[src/rtl/led_pkg.sv]
`default_nettype none
// ============================================================================
//  Module   : led_pkg
//  Purpose  : Mode encodings, display states and LED pattern helpers shared
//             by the LED pattern driver and its bench.
//  Revision : 1.0  initial release
// ============================================================================
package led_pkg;

    localparam logic [1:0] c_MODE_OFF   = 2'b00;
    localparam logic [1:0] c_MODE_IRRIG = 2'b01;
    localparam logic [1:0] c_MODE_ALARM = 2'b10;
    localparam logic [1:0] c_MODE_SCAN  = 2'b11;

    localparam logic [3:0] c_PAT_OFF   = 4'b0000;
    localparam logic [3:0] c_PAT_ALT_A = 4'b0101;
    localparam logic [3:0] c_PAT_ALT_B = 4'b1010;
    localparam logic [3:0] c_PAT_ALL   = 4'b1111;

    typedef enum logic [1:0] {
        ST_IDLE  = 2'd0,
        ST_BLINK = 2'd1,
        ST_ALARM = 2'd2,
        ST_SCAN  = 2'd3
    } state_t;

    function automatic state_t mode_to_state(input logic [1:0] m);
        state_t s;
        case (m)
            c_MODE_OFF:   s = ST_IDLE;
            c_MODE_IRRIG: s = ST_BLINK;
            c_MODE_ALARM: s = ST_ALARM;
            default:      s = ST_SCAN;
        endcase
        return s;
    endfunction

    function automatic logic [3:0] led_pattern(input state_t s, input logic [2:0] ph);
        logic [3:0] p;
        case (s)
            ST_BLINK: p = {3'b000, ~ph[2]};
            ST_ALARM: p = ph[0] ? c_PAT_ALT_B : c_PAT_ALT_A;
            ST_SCAN:  p = 4'b0001 << ph[1:0];
            default:  p = c_PAT_OFF;
        endcase
        return p;
    endfunction

endpackage
`default_nettype wire

[src/rtl/tick_sync.sv]
`default_nettype none
// ============================================================================
//  Module   : tick_sync
//  Purpose  : Two-flop synchronizer plus history flop; flags one rising edge
//             of an asynchronous level as a single-cycle rise.
//  Revision : 1.0  initial release
// ============================================================================
module tick_sync (
    input  logic clk,
    input  logic reset,
    input  logic async_in,
    output logic rise
);

    logic r_s1;
    logic r_s2;
    logic r_s3;

    always_ff @(posedge clk) begin
        if (reset) begin
            r_s1 <= 1'b0;
            r_s2 <= 1'b0;
            r_s3 <= 1'b0;
        end else begin
            r_s1 <= async_in;
            r_s2 <= r_s1;
            r_s3 <= r_s2;
        end
    end

    // s3 clears on reset, so a level already high after reset counts as a rise
    assign rise = r_s2 & ~r_s3;

endmodule
`default_nettype wire

[src/rtl/led_pattern_driver.sv]
`default_nettype none
// ============================================================================
//  Module   : led_pattern_driver
//  Purpose  : Mode-driven LED pattern sequencer stepped by a divided LED clock,
//             with a watchdog that flags a stalled divider.
//  Revision : 1.0  initial release
// ============================================================================
module led_pattern_driver
    import led_pkg::*;
#(
    parameter int TIMEOUT = 131072,
    parameter int WD_W    = 18
) (
    input  logic       clk,
    input  logic       reset,
    input  logic       clkLeds,
    input  logic [1:0] mode,
    output logic [3:0] leds,
    output logic       tick,
    output logic       stall
);

    localparam logic [WD_W-1:0] c_WD_MAX = WD_W'(TIMEOUT);

    logic            w_rise;
    state_t          r_state;
    state_t          w_state_nxt;
    state_t          w_mode_state;
    logic [2:0]      r_phase;
    logic [2:0]      w_phase_nxt;
    logic [WD_W-1:0] r_wd;
    logic [WD_W-1:0] w_wd_nxt;
    logic            w_stall_nxt;
    logic [3:0]      w_leds_nxt;
    logic [3:0]      r_leds;
    logic            r_tick;
    logic            r_stall;

    tick_sync u_tick_sync (
        .clk      (clk),
        .reset    (reset),
        .async_in (clkLeds),
        .rise     (w_rise)
    );

    always_ff @(posedge clk) begin
        if (reset) begin
            r_state <= ST_IDLE;
            r_phase <= 3'd0;
            r_wd    <= '0;
            r_leds  <= c_PAT_OFF;
            r_tick  <= 1'b0;
            r_stall <= 1'b0;
        end else begin
            r_state <= w_state_nxt;
            r_phase <= w_phase_nxt;
            r_wd    <= w_wd_nxt;
            r_leds  <= w_leds_nxt;
            r_tick  <= w_rise;
            r_stall <= w_stall_nxt;
        end
    end

    always_comb begin
        w_mode_state = mode_to_state(mode);
        w_state_nxt  = r_state;
        w_phase_nxt  = r_phase;

        // A mode change takes priority over a coincident rise and restarts the pattern
        if (w_mode_state != r_state) begin
            w_state_nxt = w_mode_state;
            w_phase_nxt = 3'd0;
        end else if (w_rise && (r_state != ST_IDLE)) begin
            w_phase_nxt = r_phase + 3'd1;
        end

        if (w_rise) begin
            w_wd_nxt = '0;
        end else if (r_wd == c_WD_MAX) begin
            w_wd_nxt = r_wd;
        end else begin
            w_wd_nxt = r_wd + 1'b1;
        end

        w_stall_nxt = !w_rise && (r_wd == c_WD_MAX);

        if (w_stall_nxt && (w_state_nxt != ST_IDLE)) begin
            w_leds_nxt = c_PAT_ALL;
        end else begin
            w_leds_nxt = led_pattern(w_state_nxt, w_phase_nxt);
        end
    end

    assign leds  = r_leds;
    assign tick  = r_tick;
    assign stall = r_stall;

endmodule
`default_nettype wire

[config.mk]
export PLATFORM = sky130hd
export DESIGN_NAME = led_pattern_driver
export DESIGN_NICKNAME = d
export VERILOG_FILES = /design/src/rtl/led_pkg.sv /design/src/rtl/tick_sync.sv /design/src/rtl/led_pattern_driver.sv
export SDC_FILE = /design/constraint.sdc
export NUM_CORES = 1
export LEC_CHECK = 0
export ABC_AREA = 1
export CORE_MARGIN = 4
export CORE_UTILIZATION = 45
export CTS_BUF_LIST = sky130_fd_sc_hd__clkbuf_4
export CTS_CLUSTER_SIZE = 25
export DETAILED_ROUTE_END_ITERATION = 7
export MAX_ROUTING_LAYER = met4
export PLACE_DENSITY_LB_ADDON = 0.1
export SLEW_MARGIN = 20
export SYNTH_ARGS = -nofsm -noshare
export SYNTH_HDL_FRONTEND = slang
export SYNTH_SLANG_ARGS = --single-unit
export TNS_END_PERCENT = 50
[constraint.sdc]
create_clock -name clk -period 2 [get_ports clk]
set_clock_uncertainty 0.05 [all_clocks]
set_input_delay 0.4 -clock clk [delete_from_list [all_inputs] [get_ports clk]]
set_output_delay 0.4 -clock clk [all_outputs]
set_load 0.03 [all_outputs]
==> flow_summary.rst, run 1 <==
.. list-table::
   :header-rows: 1

   * - Metric
     - Value
   * - Post-layout worst setup margin
     - 0.231 ns
   * - Setup repair after global routing missed its margin
     - no
   * - Number of fill cells
     - 332
   * - Height of the die
     - 66.3 um
   * - Count of final setup violators
     - 0
   * - Net count after synthesis
     - 223
   * - Sequence of cells on the critical path
     - clkdlybuf4s50_1
   * - Ratio of final minimum period to clock period
     - 88.4%
   * - Fraction of final layout cells sized beyond drive strength 1
     - 10.4%
   * - Placement-stage cell area
     - 1690 sq um
   * - Worst setup slack after placement
     - -0.0119 ns
   * - Slew of the pin with the lowest slew margin
     - 0.317 ns
   * - Number of global-route vias before repair
     - 1329
   * - Row cnt
     - 20
   * - Worst IR Drop VDD
     - 636 uV
   * - Relative max-transition margin
     - 78.8%
   * - Overall global routing resource usage
     - 16.8%
   * - Core ar.
     - 3150 sq um
   * - DRC
     - 0
   * - Half-perimeter wire length after placement
     - 2370 um
   * - Class of the most critical hold timing path
     - reg -> reg
   * - Element type at the critical path start
     - flop
   * - Average size of a mapped cell
     - 7.12 sq um
   * - Register bit total from synthesis
     - 32
   * - Detail-routed via count per cell
     - 4.93
   * - Data required time at the worst endpoint
     - 1.55 ns
   * - Reg2Reg Launch Point
     - r_wd[0]
   * - Initial standard-cell utilization of the core
     - 48.6%
   * - Final antenna-violating net count
     - 0
   * - Gate family responsible for the most delay along the worst path
     - buffers and inverters
   * - Nets
     - 239
   * - Crit-path slowest cell
     - clkdlybuf4s50_1
   * - CP startpoint
     - tick
   * - Final routed wire length divided by cell count
     - 11.3 um
   * - Last weighted congestion value of the routability-driven placer
     - 0.923
   * - Util after Layout
     - 55.1%
   * - Maximum fanout count along the critical path
     - 1
   * - H-Tree Depth
     - 2
   * - Period minus WS final
     - 1.77 ns
   * - Register area share after synthesis
     - 41.8%
   * - Resize count post-CTS
     - 0
   * - Maximum number of pins on one net before global-route repair
     - 15
   * - Finished layout cell area
     - 1740 sq um
   * - Critical path class
     - reg -> out
   * - Standby leakage power
     - 0.739 nW
   * - Run status
     - completed
   * - TritonCTS clock tree
     - done
   * - Arr. time, crit path
     - 1.32 ns
   * - IO Pins
     - 11
   * - Number of antenna violations at the first check in global routing
     - 0
   * - CTS hold repair buffers
     - 0
   * - Number of instances in the synthesized netlist
     - 215
   * - Violation count after the first detailed-route iteration
     - 116
   * - Syn. warnings
     - 0
   * - Startpoint of the most critical hold path
     - u_tick_sync.r_s1
   * - Routed length on met1
     - 1480 um
   * - Num CTS Buffers
     - 5
   * - Wire length on met3
     - 127 um
   * - Max clock buf depth
     - 2
   * - Count of buffers inserted at the top-level ports
     - 10
   * - Clk Latency, worst-skew pair
     - 0.32 ns
   * - # Post-CTS Setup Buffers
     - 0
   * - Number of diodes
     - 0
   * - Highest layer used for signal routing
     - met4
   * - First-pass iteration count of the detailed router
     - 4
   * - Buffer type at the clock tree root
     - clkbuf_4
   * - Power Density
     - 632 nW/um^2
   * - Routed Wire Length
     - 3110 um
   * - Die Outline Area
     - 4400 sq um
   * - Number of failing hold endpoints at the final stage
     - 0
   * - Fmax achieved
     - 0.565 GHz
   * - Max-Cap Viols
     - 0
   * - Area added between synthesis and finish
     - 13.5%
   * - Total congestion overflow
     - 0
   * - Pins Over Slew Limit
     - 0
   * - Number of sinks driven by the clock tree
     - 32
   * - Crit path buffers/inverters
     - 1
   * - First-pass GRT wire length
     - 5610 um
   * - Die X
     - 66.3 um
   * - Met2 Routed Length
     - 1480 um
   * - Overall via count from detail_route
     - 1355
   * - Tot Pwr
     - 1.10 mW
   * - Clock transition at the register clock pins on the worst setup and hold paths after CTS
     - 0.08 ns
   * - Post-synth design cell area
     - 1530 sq um
   * - Largest incremental delay on the critical path
     - 0.67 ns
   * - CP Capture Type
     - output port
   * - Count of unique library cells instantiated by Yosys
     - 25
-- placed cells by master, fill, tap and decap left out, drive strengths merged --
| cell type | n |
|---|---|
| nand2 | 49 |
| nor2 | 40 |
| dfxtp | 32 |
| inv | 27 |
| nand3 | 23 |
| a21oi | 14 |
| clkdlybuf4s50 | 10 |
| o21ai | 9 |
| clkbuf | 6 |
| nor3 | 5 |
| nand4 | 3 |
| ha | 3 |
| xnor2 | 2 |
| xor2 | 2 |
| buf | 2 |
| nand3b | 2 |
| and2 | 1 |
| clkinv | 1 |
-- stage by stage --
step / TNS, ns / hold WS (ns) / std cells
finish: 0 / 0.365 / 275
global route: 0 / 0.385 / 275
CTS: 0 / 0.369 / 275
detailed placement: -0.0119 / 0.354 / 268
global placement: 0 / 0.346 / 268
floorplan: 0 / 0.338 / 215
-- cells by family after synthesis --
group                      count (synthesis)  synth area share (%)
and+or+nand+nor                          123                  38.2
DFF                                       32                  41.8
buffers and inverters                     30                  7.52
AOI/OAI and AO/OA                         23                  7.76
xor gates and xnor gates                   4                  2.29
adders and majority gates                  3                  2.45
-- registers in the layout (all words and copies together), names as in the netlist, named ones only --
signal / count
r_wd: 18
r_phase: 3
tick: 1
u_tick_sync.r_s1: 1
leds: 4
u_tick_sync.r_s3: 1
stall: 1
u_tick_sync.r_s2: 1
-- worst paths after layout --
path | endpoint | slack [ns] | cells past startpoint
max reg2reg | r_wd[14] | 0.42 | 9
max | tick | 0.23 | 1
min reg2reg | u_tick_sync.r_s2 | 0.36 | 2
min | u_tick_sync.r_s2 | 0.36 | 2
-- synth_stat cells --
library cell	number	share of area, %
xnor2_1	2	1.1
nor2_4	2	1.5
a21oi_2	1	0.57
clkbuf_1	1	0.24
nor2_1	35	8.6
nand2_1	47	12
nand4_1	3	1.2
ha_1	3	2.5
nand3b_2	1	0.74
nand2_2	1	0.41
nor3_4	1	1.1
nor3_2	1	0.65
buf_2	2	0.65
nor3_1	3	0.98
nand3b_1	1	0.49
o21ai_0	9	2.9
nand3_1	20	6.5
and2_4	1	0.57
nor2_2	3	1.2
dfxtp_1	32	42
nand3_2	3	2.0
a21oi_1	13	4.2
inv_1	27	6.6
xor2_1	2	1.1
nand2_4	1	0.74
-- worst min-delay path, cell delays in order (launching register included) --
cell	delay (ns)
dfxtp_1	0.31
inv_1	0.04
nor2_1	0.03
-- final cells by class --
type                            count  area (sq um)  share of cell area, %
Tap cell                           44          55.1                   3.17
Sequential cell                    32           641                   36.9
Inverter                           27           101                   5.83
Multi-Input combinational cell    153           776                   44.6
Timing Repair Buffer               12           115                   6.62
Clock inverter                      1          5.00                  0.288
Clock buffer                        6          45.0                   2.59
-- report_power, final --
group          total, mW  switching [mW]  internal [mW]  leakage, nW
sequential         0.659         0.00953          0.650        0.260
combinational     0.0914          0.0551         0.0363        0.448
clock              0.347           0.204          0.143       0.0315
total               1.10           0.269          0.829        0.739
-- routing by layer --
| layer | GRT usage [%] | vias to the layer above |
|---|---|---|
| met2 | 27.4 | 24 |
| met5 | - | - |
| met4 | 4.31 | 0 |
| met3 | 4.59 | 3 |
| li1 | - | 712 |
| met1 | 20.4 | 616 |
Note: power is estimated with default switching activity, not from simulation.
==> run 2, diff against run 1 <==
--- a/config.mk
+++ b/config.mk
@@ -9,6 +9,7 @@
 export CORE_MARGIN = 4
 export CORE_UTILIZATION = 45
 export CTS_BUF_LIST = sky130_fd_sc_hd__clkbuf_4
+export CTS_CLUSTER_DIAMETER = 60
 export CTS_CLUSTER_SIZE = 25
 export DETAILED_ROUTE_END_ITERATION = 7
 export MAX_ROUTING_LAYER = met4
==> results of run 2 <==
No change in the layout: final DEF, timing and power equal those of run 1.
==> run 3, diff against run 2 <==
--- a/config.mk
+++ b/config.mk
@@ -8,13 +8,11 @@
 export ABC_AREA = 1
 export CORE_MARGIN = 4
 export CORE_UTILIZATION = 45
-export CTS_BUF_LIST = sky130_fd_sc_hd__clkbuf_4
 export CTS_CLUSTER_DIAMETER = 60
 export CTS_CLUSTER_SIZE = 25
 export DETAILED_ROUTE_END_ITERATION = 7
 export MAX_ROUTING_LAYER = met4
 export PLACE_DENSITY_LB_ADDON = 0.1
-export SLEW_MARGIN = 20
 export SYNTH_ARGS = -nofsm -noshare
 export SYNTH_HDL_FRONTEND = slang
 export SYNTH_SLANG_ARGS = --single-unit
==> run 3 against run 2 <==
Power down 1.3%. Utilization fell by 0.12 points. Critical path depth did not move. Count of clock-buffer cells in the layout is the same. Register-to-register slack barely moved. First-iteration DRC count decreased by 15%. Largest cell class unchanged. Via count rose by 0.30%. Sequential power about the same. Critical endpoint unchanged. Maximum frequency about the same. Clock power shrank 4%.
==> flow_summary.rst, run 3 (synthesis results as in run 1) <==
.. list-table::
   :header-rows: 1

   * - Metric
     - Value
   * - Last weighted congestion value of the routability-driven placer
     - 0.923 (unchanged)
   * - Violation count after the first detailed-route iteration
     - 99 (was 116)
   * - Area added between synthesis and finish
     - 13.2% (was 13.5%)
   * - Run status
     - completed (unchanged)
   * - Class of the most critical hold timing path
     - reg -> reg (unchanged)
   * - Number of non-filler instances in the completed layout
     - 275 (unchanged)
   * - Number of diodes
     - 0 (unchanged)
   * - Routed Wire Length
     - 3110 um (about the same)
   * - Total net switching power
     - 0.268 mW (was 0.269 mW)
   * - Number of flip-flops under the largest register name
     - 18 (unchanged)
   * - Number of failing hold endpoints at the final stage
     - 0 (unchanged)
   * - Num CTS Buffers
     - 5 (unchanged)
   * - Height of the die
     - 66.3 um (unchanged)
   * - Maximum number of pins on one net before global-route repair
     - 15 (unchanged)
   * - Tot Pwr
     - 1.08 mW (was 1.10 mW)
   * - Pins Over Slew Limit
     - 0 (unchanged)
   * - Overall global routing resource usage
     - 16.8% (unchanged)
   * - Logic depth of the worst register-to-register path
     - 9 (unchanged)
   * - First-pass GRT wire length
     - 5610 um (unchanged)
   * - CTS hold repair buffers
     - 0 (unchanged)
   * - Gate family responsible for the most delay along the worst path
     - buffers and inverters (unchanged)
   * - Element type at the critical path start
     - flop (unchanged)
   * - Combinational share of power
     - 8.4% (was 8.3%)
   * - Max-Cap Viols
     - 0 (unchanged)
   * - Worst IR Drop VDD
     - 636 uV (about the same)
   * - Total congestion overflow
     - 0 (unchanged)
   * - Data required time at the worst endpoint
     - 1.55 ns (about the same)
   * - Row cnt
     - 20 (unchanged)
   * - Max clock buf depth
     - 2 (unchanged)
   * - Number of cells traversed by the worst hold path
     - 2 (unchanged)
   * - CP Capture Type
     - output port (unchanged)
   * - Arr. time, crit path
     - 1.32 ns (about the same)
   * - Critical Path Stages
     - 1 (unchanged)
   * - DRC
     - 0 (unchanged)
   * - Count of final setup violators
     - 0 (unchanged)
   * - Core ar.
     - 3150 sq um (unchanged)
   * - Detail-routed via count per cell
     - 4.94 (was 4.93)
   * - Final antenna-violating net count
     - 0 (unchanged)
   * - Routing usage on met2
     - 27.4% (unchanged)
   * - Buffer type at the clock tree root
     - clkbuf_4 (unchanged)
   * - TritonCTS clock tree
     - done (unchanged)
   * - Post-placement cell count
     - 268 (unchanged)
   * - Die X
     - 66.3 um (unchanged)
   * - Power Density
     - 625 nW/um^2 (was 632 nW/um^2)
   * - Most frequent cells in the layout
     - 47 x nand2_1, 35 x nor2_1, 32 x dfxtp_1 (unchanged)
   * - Switching share of power
     - 24.8% (was 24.5%)
   * - Number of antenna violations at the first check in global routing
     - 0 (unchanged)
   * - Standby leakage power
     - 0.736 nW (was 0.739 nW)
   * - Die Outline Area
     - 4400 sq um (unchanged)
   * - Relative max-transition margin
     - 78.8% (unchanged)
   * - Initial standard-cell utilization of the core
     - 48.6% (unchanged)
   * - Clock power frac
     - 30.7% (was 31.6%)
   * - Crit path buffers/inverters
     - 1 (unchanged)
   * - Crit-path slowest cell
     - clkdlybuf4s50_1 (unchanged)
   * - Ratio of final minimum period to clock period
     - 88.4% (about the same)
   * - Number of global-route vias before repair
     - 1329 (unchanged)
   * - Number of fill cells
     - 334 (was 332)
   * - Setup repair after global routing missed its margin
     - no (unchanged)
   * - Clk Latency, worst-skew pair
     - 0.32 ns (about the same)
   * - Largest reg by FF count
     - r_wd (unchanged)
   * - Overall via count from detail_route
     - 1359 (was 1355)
   * - IO Pins
     - 11 (unchanged)
   * - Busiest layer in global routing
     - met2 (unchanged)
   * - Half-perimeter wire length after placement
     - 2370 um (unchanged)
   * - # Post-CTS Setup Buffers
     - 0 (unchanged)
   * - H-Tree Depth
     - 2 (unchanged)
   * - Count of buffers inserted at the top-level ports
     - 10 (unchanged)
   * - Cell-internal power
     - 0.815 mW (was 0.829 mW)
   * - Sequence of cells on the critical path
     - clkdlybuf4s50_1 (unchanged)
   * - Period minus WS final
     - 1.77 ns (about the same)
   * - Slew of the pin with the lowest slew margin
     - 0.317 ns (unchanged)
   * - Commonest non-fill, non-tap cell in the layout
     - nand2_1 (unchanged)
   * - Nets
     - 239 (unchanged)
   * - Maximum fanout count along the critical path
     - 1 (unchanged)
   * - Fmax achieved
     - 0.566 GHz (was 0.565 GHz)
   * - Resize count post-CTS
     - 0 (unchanged)
   * - Largest incremental delay on the critical path
     - 0.67 ns (about the same)
   * - Fraction of final layout cells sized beyond drive strength 1
     - 9.96% (was 10.4%)
   * - First-pass iteration count of the detailed router
     - 4 (unchanged)
   * - Critical path class
     - reg -> out (unchanged)
   * - Met3 track utilization from global routing
     - 4.59% (unchanged)
   * - Number of sinks driven by the clock tree
     - 32 (unchanged)
   * - Final routed wire length divided by cell count
     - 11.3 um (about the same)
   * - Sequential Power Share
     - 60.8% (was 60.1%)
   * - Met1 track demand over resource in global routing
     - 20.4% (unchanged)
   * - Clock transition at the register clock pins on the worst setup and hold paths after CTS
     - 0.08 ns (about the same)
## run 3: area by class of cell
class | instances | area, sq um | share of cell area [%]
clock buffers | 6 | 41.3 | 2.38
repair buffers | 12 | 115 | 6.64
multi-input cells | 153 | 776 | 44.7
clock inverters | 1 | 5.00 | 0.289
flip-flops and latches | 32 | 641 | 36.9
inverters | 27 | 101 | 5.84
well taps | 44 | 55.1 | 3.17
## run 3: power groups by stage
stage                     sequential [mW]  clock [mW]  combinational [mW]
final                               0.659       0.333              0.0915
after global routing                0.662       0.375               0.103
after CTS                           0.659       0.348              0.0920
after detailed placement            0.674           0              0.0911
after global placement              0.673           0              0.0875
after floorplan                     0.678           0              0.0530
## run 3: routing by layer
metal | share of wire (%) | routed length, um | vias to the layer above
met4 | 1.2 | 36 | 0
met3 | 3.6 | 113 | 7
met1 | 48 | 1490 | 619
li1 | - | - | 711
met2 | 47 | 1470 | 22
met5 | 0 | 0 | -
## run 3: through the flow
stage | hold slack, ns | setup TNS (ns) | util (%) | setup WS, ns | instance area (sq um)
2_1_floorplan | 0.338 | 0 | - | 0.580 | 1530
3_3_place_gp | 0.346 | 0 | 53.5 | 0.145 | 1690
3_5_place_dp | 0.354 | -0.0119 | 53.5 | -0.0119 | 1690
4_1_cts | 0.369 | 0 | 55.0 | 0.219 | 1730
5_1_grt | 0.385 | 0 | 55.0 | 0.129 | 1730
6_report | 0.365 | 0 | 55.0 | 0.232 | 1730
## run 3: path summary, 6_finish.rpt
kind,start,endpoint,slack [ns]
worst max-delay path,tick,tick,0.23
worst min-delay path,u_tick_sync.r_s1,u_tick_sync.r_s2,0.36
worst max register to register,r_wd[0],r_wd[14],0.42
worst min register to register,u_tick_sync.r_s1,u_tick_sync.r_s2,0.36
